### config.mk
export PLATFORM = sky130hd
export DESIGN_NAME = regwb_arbiter
export DESIGN_NICKNAME = d
export VERILOG_FILES = /design/src/rtl/regwb_arbiter.sv
export SDC_FILE = /design/constraint.sdc
export NUM_CORES = 1
export LEC_CHECK = 0
export ABC_AREA = 1
export BUFFER_PORTS_ARGS = -buffer_cell sky130_fd_sc_hd__buf_4
export CORE_ASPECT_RATIO = 1.4
export CORE_UTILIZATION = 30
export CTS_BUF_LIST = sky130_fd_sc_hd__clkbuf_8
export DETAILED_ROUTE_END_ITERATION = 10
export SLEW_MARGIN = 40
export SYNTH_ARGS = -nofsm -noshare
export SYNTH_HDL_FRONTEND = slang
export SYNTH_SLANG_ARGS = --single-unit
export TNS_END_PERCENT = 5
### constraint.sdc
create_clock -name clk -period 2.1 [get_ports clk]
set_clock_uncertainty 0.15 [all_clocks]
set_input_delay 0.21 -clock clk [delete_from_list [all_inputs] [get_ports clk]]
set_output_delay 0.21 -clock clk [all_outputs]
set_load 0.05 [all_outputs]
### src/rtl/regwb_arbiter.sv
// Writeback arbiter: round-robin merge of ALU (A) and load (B) writebacks onto one
// registered register-file write port, plus a pending-write scoreboard for hazard stalls.
module regwb_arbiter #(
    parameter int DW = 32,
    parameter int AW = 5
) (
    input  logic              clk,
    input  logic              rst_n,
    input  logic              a_valid,
    input  logic [AW-1:0]     a_reg,
    input  logic [DW-1:0]     a_data,
    output logic              a_ready,
    input  logic              b_valid,
    input  logic [AW-1:0]     b_reg,
    input  logic [DW-1:0]     b_data,
    output logic              b_ready,
    input  logic              issue_valid,
    input  logic [AW-1:0]     issue_reg,
    input  logic [AW-1:0]     readreg1,
    input  logic [AW-1:0]     readreg2,
    output logic              stall,
    output logic              we,
    output logic [AW-1:0]     writereg,
    output logic [DW-1:0]     writedata,
    output logic [2**AW-1:0]  busy
);

    localparam int NR = 2**AW;

    typedef enum logic {GRANT_A, GRANT_B} grant_e;

    grant_e          last_q, last_d;
    logic [NR-1:0]   busy_q, busy_d;
    logic            we_q, we_d;
    logic [AW-1:0]   writereg_q, writereg_d;
    logic [DW-1:0]   writedata_q, writedata_d;

    logic            xfer_a, xfer_b, xfer;
    logic [AW-1:0]   xfer_reg;
    logic [DW-1:0]   xfer_data;

    // Contention goes to whichever side did not win last; a lone requester always wins.
    always_comb begin
        a_ready = a_valid && (!b_valid || last_q == GRANT_B);
        b_ready = b_valid && (!a_valid || last_q == GRANT_A);
    end

    always_comb begin
        xfer_a    = a_valid && a_ready;
        xfer_b    = b_valid && b_ready;
        xfer      = xfer_a || xfer_b;
        xfer_reg  = xfer_a ? a_reg  : b_reg;
        xfer_data = xfer_a ? a_data : b_data;
    end

    always_comb begin
        last_d = last_q;
        if (xfer_a) begin
            last_d = GRANT_A;
        end else if (xfer_b) begin
            last_d = GRANT_B;
        end

        we_d        = xfer && (xfer_reg != '0);
        writereg_d  = xfer ? xfer_reg  : writereg_q;
        writedata_d = xfer ? xfer_data : writedata_q;

        // Clear before set so a same-cycle issue to the retiring register stays pending.
        busy_d = busy_q;
        if (xfer && xfer_reg != '0) begin
            busy_d[xfer_reg] = 1'b0;
        end
        if (issue_valid && issue_reg != '0) begin
            busy_d[issue_reg] = 1'b1;
        end
    end

    always_ff @(posedge clk or negedge rst_n) begin
        if (!rst_n) begin
            last_q      <= GRANT_B;
            busy_q      <= '0;
            we_q        <= 1'b0;
            writereg_q  <= '0;
            writedata_q <= '0;
        end else begin
            last_q      <= last_d;
            busy_q      <= busy_d;
            we_q        <= we_d;
            writereg_q  <= writereg_d;
            writedata_q <= writedata_d;
        end
    end

    always_comb begin
        stall = ((readreg1 != '0) && busy_q[readreg1]) ||
                ((readreg2 != '0) && busy_q[readreg2]);
    end

    assign we        = we_q;
    assign writereg  = writereg_q;
    assign writedata = writedata_q;
    assign busy      = busy_q;

endmodule

After elaboration in Yosys (flattened, before gate mapping)
Index checks and enable logic that the tools add are counted.
Widths: inputs -> output; s select.
- flip-flop bits (word level): 71
- latch bits: 0
- bits in writable memories: 0
- bits in read-only memories: 0
- input port bits: 94
- output and inout port bits: 73
- word-level logic and storage cells: 50
- memories kept: 0
- add/subtract/negate cells: 0
- multiply operators: 0
- divide/modulo/power cells: 0
- $lt $le $gt $ge: 6
- equal/unequal tests: 0
- shift operators: 0
- muxes and demuxes: 14
- bitwise gates (word level): 4
- reductions and logical operators: 21
- operators by type and width (operator ; number):
    $mux 32 ; 3
    $and 32x32->32 ; 1
    $not 32->32 ; 1
    $or 32x32->32 ; 1
    $lt 5x6->1 const B ; 4
    $reduce_bool 5->1 ; 4
    $bmux 1 s5 ; 2
    $demux 1 s5 ; 2
    $ge 5x1->1 const B ; 2
    $logic_and 1x1->1 ; 10
    $mux 1 ; 6
    $mux 5 ; 1
    $logic_or 1x1->1 ; 4
    $logic_not 1->1 ; 2
    $reduce_bool 2->1 ; 1
    $not 1->1 ; 1

Depth between registers and ports, before layout
- word-level depth: 14
- mapped depth: 14
- mapped depth without buffers: 12

Worst setup path before layout
Ideal clock, no wire load.
- kind: reg2out
- start point: reg busy_q[5] (netlist: busy[5])
- end point: out stall
- data arrival time: 1.552 ns
- required time: 1.740 ns
- slack: 0.188 ns
- stages on the path, launching flop included: 13
- path buffers: 0
- cell sequence: dfrtp_1 inv_1 nand2_1 nand3_1 nand2_1 nand2_1 nand2_1 inv_1 nand2_1 nand2_1 nand2_1 inv_1 nand2_1
- cells in the longest elaborated chain, start to end: 4
- elaborated cells between the ends (all ways): 7
- classes of those cells: 4 x mux; 3 x reduce/logical
- RTL lines (what ; RTL line ; RTL):
    start, declared ; 33 ; logic [NR-1:0] busy_q, busy_d;
    start signal, assigned ; 87 ; busy_q <= busy_d;
    $bmux 1 s5 (on tied branches) ; 95, 96 ;
    $mux 1 (on tied branches) ; 95, 96 ;
    $logic_and 1x1->1 (on tied branches) ; 95, 96 ;
    $logic_or 1x1->1 * ; 95 ; stall = ((readreg1 != '0) && busy_q[readreg1]) ||
    end, declared ; 21 ; output logic stall,
Mark *: on every way between the ends. The rest lies on a longest branch, timed or not. The select of a mux whose other input is x is not followed.

Worst setup path after layout
- start point: in b_valid
- end point: out a_ready
- cells in the longest elaborated chain, start to end: 3
- RTL lines (what ; RTL line ; RTL):
    start, declared ; 13 ; input logic b_valid,
    $logic_not 1->1 ; 44 ; a_ready = a_valid && (!b_valid || last_q == GRANT_B);
    $logic_or 1x1->1 ; 44 ;
    $logic_and 1x1->1 ; 44 ;
    end, declared ; 12 ; output logic a_ready,
No other way between the ends.

==> metrics <==
post-DP HPWL 11.41 mm; period utilisation layout 96.24%; Worst Max-Slew Pin Slew 0.5905 ns; global-route wire length before repair 25.41 mm; Final Hold Vio Count 0; ys async rst share 100.0%; Fillers 1443; total power 5.777 mW; Lkg Pwr 3.448 nW; Worst Path Arrival 1.66 ns; worst reg-to-reg path cell count 10; Pwr per Cell Area 867.8 nW/um^2; core area 14040 um^2; Mapped Avg Cell Area 6.542 um^2; hold depth 3; met3 WL 1.014 mm; cell taking the most area after synthesis dfrtp_1; Worst VDD drop 0.3771 mV; met2 routed WL 8.166 mm; Hold Path Origin b_data[5]; sequential fraction of the synthesis area 40.87%; DRC 0; remaining global-route overflow 0; Hold Path Sink writedata[5]$_DFFE_PN0P_; Final setup viols 0; highest routed layer met4; count of input and output buffers 166; share of Yosys cell area claimed by the top area cell type 40.26%; Final Wtd Congestion 0.8861; gr usage total 21.54%; Post-Synth XOR/XNOR Area 0%; Die ar. 14990 um^2; antenna violations before repair 0; simple logic cell fraction of the synthesized area 42.13%; Clock power frac 18.4%; Yosys reg bits 71; clock sinks 71; DRT iter0 DRCs 178; IO Pins 167; H-tree levels 3; Final min period 2.021 ns; fin util 47.42%; ANT cells 0; Worst-Skew Late Latency 0.35 ns; TNS Setup 0 ns; r2r setup slk 0.16 ns; area grow syn2layout 53.03%; routed vias/inst 4.735; drt pass-1 iters 5; Slew Limit Fails 0; mux contribution to synthesized area 0%; clk buf depth 2; Post-Synth Adder-Cell Area 0%; synth top area cells dfrtp_1 40%, nand2_1 21%, nand3_1 9.0%; Syn Std Cell Area 4350 um^2; Worst Setup Start Kind primary input; Max-Cap Viols 0; DR WL/cell 14.59 um; run status complete, no violations; area of the multi-input gates 2228 um^2; Num CTS Buffers 9; cell-internal power 3.073 mW; Synth Net Count 759; RSZ-0062 raised after global routing true; WL final 15.70 mm; Req. time, crit path 1.74 ns; Reg power frac 33.0%; Nets 980; CTS Root Cell clkbuf_8; largest net degree at the start of global routing 77; post-route ant nets 0; synth unique cells 26; vias post-DR 5095; Max FO, Critical Path 33; Post-Synthesis Cells 665; Hold Crit Class in -> reg; P_sw 2.704 mW; Max-slew headroom 60.27%; number of enable flip-flop cells after synthesis 0; vias in the first global route 5099; Compound-Gate Fraction of Synth Area 7.967%; Worst R2R End busy[29]$_DFF_PN0_; synth warn 0; ys flop type dfrtp_1; Worst-path clk slew 0.09 ns; die height 144.5 um; Initial Util 30.99%; f_max 494.8 MHz; sequential cell area 1778 um^2; CTS tree done; largest family of logic cells by synthesized area simple AND/OR/NAND/NOR gates; Sw Share 46.81%; Combinational Power Share 48.6%; die width 103.8 um; Std-Cell Rows 51; layout cell share with drive strength beyond 1 26.82%; CP Class in -> out; M1 WL 6.183 mm; reg2reg start last_q$_DFFE_PN1P_; CP Capture Type output pin
## cell type report
| type | count | area share (%) |
|---|---|---|
| Clock buffer | 10 | 2.067 |
| Multi-Input combinational cell | 498 | 33.47 |
| Timing Repair Buffer | 240 | 29.79 |
| Tap cell | 185 | 3.477 |
| Clock inverter | 6 | 0.7705 |
| Inverter | 66 | 3.721 |
| Sequential cell | 71 | 26.71 |
## synthesized netlist by cell type, types with 4 or more instances
cell / n
inv_1: 63
o31ai_1: 32
buf_1: 4
clkbuf_1: 14
buf_2: 8
nor3_1: 7
dfrtp_1: 70
o21ai_0: 8
nor2_1: 102
nand2_1: 249
nand2_2: 6
nand3_1: 78
## flip-flops by register name, indices dropped and copies added (netlist names)
name and flops:
busy 32, we 1, writedata 32, last_q 1, writereg 5
## power by group through the flow
stage | sequential (mW) | clock [mW] | combinational (mW)
6_report | 1.91 | 1.06 | 2.81
5_1_grt | 1.94 | 1.17 | 3.02
4_1_cts | 1.92 | 1.10 | 2.65
3_5_place_dp | 1.94 | 0 | 2.58
3_3_place_gp | 1.95 | 0 | 2.57
2_1_floorplan | 2.83 | 0 | 0.738
## logic make-up after synthesis
| kind of cell | Yosys count |
|---|---|
| AO/OA/AOI/OAI | 50 |
| buffers and inverters | 96 |
| flip-flops | 71 |
| AND/OR/NAND/NOR | 448 |
## through the flow
| stage | setup WS, ns | std cells | cell area [um^2] | hold WS [ns] |
|---|---|---|---|---|
| 2_1_floorplan | 0.1882 | 665 | 4350 | -0.2356 |
| 3_3_place_gp | 0.1809 | 1000 | 5849 | 0.01401 |
| 3_5_place_dp | 0.1580 | 1000 | 5849 | 0.01109 |
| 4_1_cts | 0.008833 | 1062 | 6502 | 0.002097 |
| 5_1_grt | -0.04634 | 1076 | 6658 | 0.0002986 |
| 6_report | 0.07904 | 1076 | 6658 | 0.01151 |
## placed cells by master, fill, tap and decap left out, types with 2 or more instances in the layout
cell	Yosys	final
dlygate4sd3_1	0	46
nand2_1	249	246
inv_6	0	3
nand3_1	78	77
buf_4	2	188
buf_12	0	5
nor2_1	102	101
nor2_4	1	2
clkinv_4	0	2
nand2_4	2	2
o21ai_2	3	4
inv_1	63	56
dfrtp_1	70	70
o21ai_0	8	8
inv_2	2	9
o31ai_1	32	32
clkbuf_8	0	10
nor4_1	2	2
nor3_1	7	7
nand2_2	6	8
a31oi_1	2	2
## worst max-delay path by stage
stage | start | endpoint | cells past startpoint
finish | b_valid | a_ready | 7
global route | busy[17]$_DFF_PN0_ | stall | 13
CTS | last_q$_DFFE_PN1P_ | a_ready | 4
detailed placement | last_q$_DFFE_PN1P_ | busy[26]$_DFF_PN0_ | 10
global placement | last_q$_DFFE_PN1P_ | busy[29]$_DFF_PN0_ | 10
floorplan | busy[5]$_DFF_PN0_ | stall | 12
## layer usage
metal	track usage (%)	vias up
met5	0	-
met4	7.744	0
met3	5.498	28
met2	40.30	180
met1	23.56	2347
li1	-	2540
## what timing repair did
item / CTS / global route
pin swaps: 0 / 2
resized for setup: 1 / 18
setup buffers: 0 / 14
setup endpoints to repair: 1 / 24
hold endpoints to repair: 99 / 0
hold buffers: 46 / 0
## critical path: stages
cell	delay, ns
dlygate4sd3_1	0.54
buf_4	0.16
inv_2	0.08
nand2_2	0.07
nand2_4	0.15
buf_12	0.22
buf_4	0.23
Note: power is estimated with default switching activity, not from simulation.
